## src/rtl/alarm_ring_pkg.sv

```systemverilog
// Shared definitions for the alarm ring block: time field width and FSM state encodings.
package alarm_ring_pkg;

    localparam int unsigned TIME_W = 6;
    localparam int unsigned ST_W   = 2;

    typedef enum logic [ST_W-1:0] {
        ST_IDLE   = 2'd0,
        ST_RING   = 2'd1,
        ST_SNOOZE = 2'd2
    } state_e;

endpackage

```

## src/rtl/alarm_ring_tick_cnt.sv

```systemverilog
// Seconds counter with synchronous clear, increment on tick and a terminal flag
// that fires on the tick that would take the count to limit.
module tick_cnt #(
    parameter int unsigned CNT_W = 9
) (
    input  logic             clock,
    input  logic             reset,
    input  logic             clear,
    input  logic             tick,
    input  logic [CNT_W-1:0] limit,
    output logic             done_c
);

    logic [CNT_W-1:0] count;

    assign done_c = tick & (count == (limit - CNT_W'(1)));

    always_ff @(posedge clock) begin
        if (reset) begin
            count <= '0;
        end else if (clear) begin
            count <= '0;
        end else if (tick) begin
            count <= count + CNT_W'(1);
        end
    end

endmodule

```

## src/rtl/alarm_ring.sv

```systemverilog
// Alarm comparator, edge detect and ring FSM driving the buzzer pin.
// Optional snooze support is compiled in with `define ALARM_SNOOZE_EN.
module alarm_ring
    import alarm_ring_pkg::*;
#(
    parameter int unsigned RING_SECS   = 60,
`ifdef ALARM_SNOOZE_EN
    parameter int unsigned SNOOZE_SECS = 300,
    parameter int unsigned MAX_SNOOZE  = 3,
`endif
    parameter int unsigned CNT_W       = 9
) (
    input  logic              clock,
    input  logic              reset,
    input  logic              tick_1hz,
    input  logic              alarm_en,
    input  logic              stop_key,
`ifdef ALARM_SNOOZE_EN
    input  logic              snooze_key,
`endif
    input  logic [TIME_W-1:0] cur_hour,
    input  logic [TIME_W-1:0] cur_minute,
    input  logic [TIME_W-1:0] cur_second,
    input  logic [TIME_W-1:0] alm_hour,
    input  logic [TIME_W-1:0] alm_minute,
    input  logic [TIME_W-1:0] alm_second,
    output logic              ringing,
    output logic              buzzer
);

`ifdef ALARM_SNOOZE_EN
    localparam int unsigned SNZ_W = $clog2(MAX_SNOOZE + 1);
    logic [SNZ_W-1:0] snz_cnt;
    logic [SNZ_W-1:0] snz_next;
`endif

    state_e           state;
    state_e           next_state;
    logic             phase;
    logic             next_phase;
    logic             match;
    logic             match_q;
    logic             trigger;
    logic             cnt_clear;
    logic             cnt_done;
    logic [CNT_W-1:0] cnt_limit;

    assign match   = alarm_en & (cur_hour == alm_hour) & (cur_minute == alm_minute)
                   & (cur_second == alm_second);
    assign trigger = match & ~match_q;

    // Counter is held clear in IDLE and restarts on every state change.
    assign cnt_clear = (state == ST_IDLE) | (next_state != state);

`ifdef ALARM_SNOOZE_EN
    assign cnt_limit = (state == ST_SNOOZE) ? CNT_W'(SNOOZE_SECS) : CNT_W'(RING_SECS);
`else
    assign cnt_limit = CNT_W'(RING_SECS);
`endif

    tick_cnt #(
        .CNT_W (CNT_W)
    ) u_tick_cnt (
        .clock  (clock),
        .reset  (reset),
        .clear  (cnt_clear),
        .tick   (tick_1hz),
        .limit  (cnt_limit),
        .done_c (cnt_done)
    );

    always_comb begin
        next_state = state;
        next_phase = phase;
`ifdef ALARM_SNOOZE_EN
        snz_next   = snz_cnt;
`endif
        case (state)
            ST_IDLE: begin
                if (trigger) begin
                    next_state = ST_RING;
                    next_phase = 1'b1;
                end
            end
            ST_RING: begin
                if (stop_key) begin
                    next_state = ST_IDLE;
`ifdef ALARM_SNOOZE_EN
                end else if (snooze_key && (snz_cnt < SNZ_W'(MAX_SNOOZE))) begin
                    next_state = ST_SNOOZE;
                    snz_next   = snz_cnt + SNZ_W'(1);
`endif
                end else if (cnt_done) begin
                    next_state = ST_IDLE;
                end else if (tick_1hz) begin
                    next_phase = ~phase;
                end
            end
`ifdef ALARM_SNOOZE_EN
            ST_SNOOZE: begin
                if (stop_key) begin
                    next_state = ST_IDLE;
                end else if (cnt_done) begin
                    next_state = ST_RING;
                    next_phase = 1'b1;
                end
            end
`endif
            default: next_state = ST_IDLE;
        endcase
        // Disarming wins over every other event.
        if (!alarm_en) begin
            next_state = ST_IDLE;
        end
`ifdef ALARM_SNOOZE_EN
        if (next_state == ST_IDLE) begin
            snz_next = '0;
        end
`endif
    end

    always_ff @(posedge clock) begin
        if (reset) begin
            state   <= ST_IDLE;
            phase   <= 1'b0;
            match_q <= 1'b0;
            ringing <= 1'b0;
            buzzer  <= 1'b0;
`ifdef ALARM_SNOOZE_EN
            snz_cnt <= '0;
`endif
        end else begin
            state   <= next_state;
            phase   <= next_phase;
            match_q <= match;
            ringing <= (next_state == ST_RING);
            buzzer  <= (next_state == ST_RING) & next_phase;
`ifdef ALARM_SNOOZE_EN
            snz_cnt <= snz_next;
`endif
        end
    end

endmodule

```

## config.mk

```make
export PLATFORM = sky130hd
export DESIGN_NAME = alarm_ring
export DESIGN_NICKNAME = d
export VERILOG_FILES = /design/src/rtl/alarm_ring_pkg.sv /design/src/rtl/alarm_ring_tick_cnt.sv /design/src/rtl/alarm_ring.sv
export SDC_FILE = /design/constraint.sdc
export NUM_CORES = 1
export LEC_CHECK = 0
export ABC_AREA = 0
export BUFFER_PORTS_ARGS = -buffer_cell sky130_fd_sc_hd__buf_4
export CORE_MARGIN = 4
export CORE_UTILIZATION = 34
export CTS_BUF_LIST = sky130_fd_sc_hd__clkbuf_16
export DETAILED_ROUTE_END_ITERATION = 8
export GPL_TIMING_DRIVEN = 0
export SLEW_MARGIN = 0
export SYNTH_ARGS = -nofsm -noshare
export SYNTH_HDL_FRONTEND = slang
export SYNTH_HIERARCHICAL = 1
export SYNTH_SLANG_ARGS = --single-unit
export TNS_END_PERCENT = 100
```

## constraint.sdc

```tcl
create_clock -name clock -period 3.6 [get_ports clock]
set_input_delay 0.72 -clock clock [delete_from_list [all_inputs] [get_ports clock]]
set_output_delay 0.72 -clock clock [all_outputs]
set_load 0.02 [all_outputs]
```

---- Yosys cells after proc, flatten, opt, wreduce, memory -nomap -nowiden ----
Cells that the tools add are included.
word-level totals
  output and inout port bits .............. 2
  flip-flop bits (word level) ............. 15
  bits of input ports ..................... 41
  word-level logic and storage cells ...... 35
operators by class
  $add $sub $neg .......................... 1
  bitwise logic cells ..................... 9
  reduce and logical (&&, ||, !) cells .... 2
  mux-type cells .......................... 10
  equal/unequal tests ..................... 7
operators by type and width
  operator             number
  $eq 6x6->1           3
  $add 9x1->9 const B  1
  $eq 9x6->1 const B   1
  $mux 2               4
  $and 1x1->1          6
  $eq 2x1->1 const B   2
  $mux 1               4
  $pmux 2 s2           1
  $logic_not 2->1      1
  $ne 2x2->1           1
  $not 1->1            2
  $pmux 1 s2           1
  $reduce_or 2->1      1
  $or 1x1->1           1

---- Longest topological paths before layout ----
  word-level depth ........................ 11
  mapped depth ............................ 12

---- Modules after synthesis ----
The synthesis kept the hierarchy.
modules (own cells, without submodules)
  module      cells each  instances  area an instance (µm²)
  tick_cnt    81          1          676.9
  alarm_ring  49          1          434.2

---- Least setup slack after synthesis ----
Ideal clock, no wire load.
  kind .................................... input to register
  start point ............................. input tick_1hz
  end point ............................... register u_tick_cnt.count[5]
  stages on the path ...................... 9
  arrival ................................. 1.968 ns
  data required time ...................... 3.530 ns
  setup slack ............................. 1.562 ns
  buffers on the path ..................... 1
  cells stage by stage .................... o211ai_1 a211oi_1 nand4_1 a211oi_2 nor4b_4 nand4b_1 or2_2 clkbuf_1 a21oi_1
between the ends
  cells in the longest elaborated chain, start to end .. 8
ends and longest elaborated chain
  what                       line                       text
  start: declaration         alarm_ring.sv:15           input logic tick_1hz,
  $and 1x1->1                alarm_ring_tick_cnt.sv:16  assign done_c = tick & (count == (limit - CNT_W'(1)));
  via cnt_done               alarm_ring.sv:45           logic cnt_done;
  $mux 2                     alarm_ring.sv:93           end else if (cnt_done) begin
  $mux 2                     alarm_ring.sv:86           if (stop_key) begin
  $pmux 2 s2                 alarm_ring.sv:78           case (state)
  $mux 2                     alarm_ring.sv:112          if (!alarm_en) begin
  $ne 2x2->1                 alarm_ring.sv:53           assign cnt_clear = (state == ST_IDLE) | (next_state != state);
  $or 1x1->1                 alarm_ring.sv:53
  via cnt_clear              alarm_ring.sv:44           logic cnt_clear;
  $reduce_or 2->1 (no line)  --
  end signal: assignment     alarm_ring_tick_cnt.sv:24  count <= count + CNT_W'(1);
  end: declaration           alarm_ring_tick_cnt.sv:14  logic [CNT_W-1:0] count;
The timed path passes the listed nets, and every way through them passes these cells.
A chain may end at the register's enable or synchronous reset.

---- Worst setup path in the final report ----
  start point ............................. input tick_1hz
  end point ............................... register u_tick_cnt.count[0]
Same word-level chain as after synthesis.

==> flow_summary.ini <==
[global_routing]
grt_usage_pct = 12.0
grt.overflow.total = 0
antenna_found_initial = 0
grt_pass1_wl_um = 4020
grt_start_max_net_pins = 10
grt_pass1_vias = 1040

[routing]
first_pass_iters = 5
drc = 0
avgViaCountPerCell = 4.27
dr_total_vias = 1084
first_iter_violations = 19
routed_wirelength_um = 2370
final_antenna_net_count = 0
wl_per_cell_um = 9.33

[synth]
ys_top_cells_by_area = dfxtp_1 (27%), xnor2_1 (24%), xor2_1 (6.3%)
yosys.cell_types.count = 33
synth_warnings = 6
synth_top_flop_cell = dfxtp_1
synth_seq_cells = 15
netlist_area_mm2 = 0.00111
synth_area_per_cell_um2 = 8.55
yosysTopAreaCell = dfxtp_1
synthCells = 130
yosysSeqAreaShare_pct = 27.0
yosysMostFrequentCell = xnor2_1
synth_common_cells = xnor2_1 (30), dfxtp_1 (15), nor2_1 (11), nand2_1 (10), nand4_1 (9)
synth_edf_count = 0
synth_top_area_share_pct = 27.0
async_flop_share_pct = 0

[setup_path]
critPathRequiredTime_ps = 3720
cp-end-kind = register
cp-start-kind = input port
critical_path_class = in -> reg
cp_max_fo = 9
crit_arrival_ps = 2390

[timing]
drv_slew = 0
rsz0062_at_grt = no
fmaxAchievable_mhz = 440
setup_viol = 0
skew_ps = 2.83
final_hold_viol_count = 0
setup_tns_ps = 0
worst_slack_ps = 1330
period_needed_ps = 2270
post-route-period-util_pct = 63.1
hold_slack_ps = 498

[place]
place_ws_ps = 1050
numPortBuffers = 42
routabilityCongestion = 0.785
hpwl_um = 2120

[power_and_ir_drop]
power_density_mw_per_mm2 = 275
max-vdd-ir-drop_v = 0.000168
leakage_nw = 0.685

[final_layout]
layout-drive-gt1-share_pct = 25.2
nFillCells = 295
final_core_util_pct = 54.8
final_nets = 254
num_antenna_cells = 0
area_growth_pct = 51.9

[die]
core_mm2 = 0.00308
start_util_pct = 36.1
std_cell_rows = 20
ios = 43
dieWidth_um = 65.2
die_area_mm2 = 0.00425
die_h_um = 65.2

[flow_run]
maxCapViolations = 0

[worst_hold_path]
hold_class = reg -> reg

[cts]
ctsHoldBuffers = 0
clk_latency_ps = 240
htree_levels = 1
cts_setup_buffers = 0
cts_tree = yes
cts-root-buf = clkbuf_16
cts_resized = 0
clock-sinks = 15
clk_path_buf_depth = 2
clk_pin_slew_ps = 50
cts_buffers = 3

[status]
status = finished clean
power by group:
group	internal (mW)	switching, mW
Sequential	0.167	0.000704
Clock	0.147	0.0625
Combinational	0.0534	0.0342
logic make-up after synthesis:
| group | after synthesis | synth area share [%] |
|---|---|---|
| simple gates | 50 | 28.0 |
| xor+xnor | 38 | 30.0 |
| compound gates | 16 | 9.12 |
| flops | 15 | 27.0 |
| buf+inv | 6 | 2.03 |
| fa+ha+maj | 2 | 2.25 |
| other cells | 2 | 0.676 |
| mux | 1 | 0.901 |
layer usage:
| metal | GRT usage, % | up-vias | wire length [µm] |
|---|---|---|---|
| met5 | 0 | - | 0 |
| met4 | 5.44 | 0 | 10 |
| met3 | 2.74 | 2 | 100 |
| met2 | 22.0 | 20 | 1300 |
| met1 | 13.0 | 484 | 961 |
| li1 | - | 578 | - |
worst max-delay path, stage by stage:
cell,delay [ps]
buf_4,130
o211ai_1,90
a211oi_1,300
nand4_1,160
a211oi_2,250
nor4b_4,90
nand4b_1,100
or2_2,110
clkbuf_1,330
nor2_1,90
placed cells by master (no fill, tap or decap), drive strengths merged, types with 2 or more instances in the layout:
cell / Yosys / routed
conb: 2 / 36
nand2: 10 / 10
xor2: 8 / 8
clkbuf: 3 / 6
or3: 4 / 4
nor4: 2 / 2
xnor2: 30 / 30
inv: 3 / 4
a211oi: 2 / 2
ha: 2 / 2
nor3: 2 / 2
a21oi: 5 / 5
a31oi: 2 / 2
dfxtp: 15 / 15
buf: 0 / 42
nand4: 9 / 9
nor2: 11 / 11
nand3: 4 / 4
o21ai: 4 / 4
per-stage QoR:
step	power, mW	std cells	instance area [µm²]
finish	0.465	254	1690
global route	0.492	254	1690
CTS	0.472	254	1690
detailed placement	0.258	250	1610
global placement	0.256	250	1610
floorplan	0.216	164	1240
flip-flops by register name (all words and copies together) (netlist names):
register	count
ringing	1
u_tick_cnt/count	9
state	2
phase	1
match_q	1
buzzer	1
layout make-up:
class	count	area [µm²]	area share [%]
Inverter	3	11.3	0.667
Multi-Input combinational cell	143	916	54.3
Sequential cell	15	300	17.8
Clock buffer	3	75.1	4.45
Tap cell	44	55.1	3.26
Timing Repair Buffer	42	315	18.7
Buffer	3	11.3	0.667
Clock inverter	1	3.75	0.222
worst paths after layout:
check / slack [ps] / from / cells after the start / end
hold reg to reg: 500 / u_tick_cnt/count[8]$_SDFFE_PP0P_ / 2 / u_tick_cnt/count[8]$_SDFFE_PP0P_
setup / recovery: 1330 / tick_1hz / 10 / u_tick_cnt/count[0]$_SDFFE_PP0P_
hold / removal: 500 / u_tick_cnt/count[8]$_SDFFE_PP0P_ / 2 / u_tick_cnt/count[8]$_SDFFE_PP0P_
setup reg to reg: 1340 / u_tick_cnt/count[4]$_SDFFE_PP0P_ / 10 / u_tick_cnt/count[0]$_SDFFE_PP0P_
Note: power is estimated with default switching activity, not from simulation.
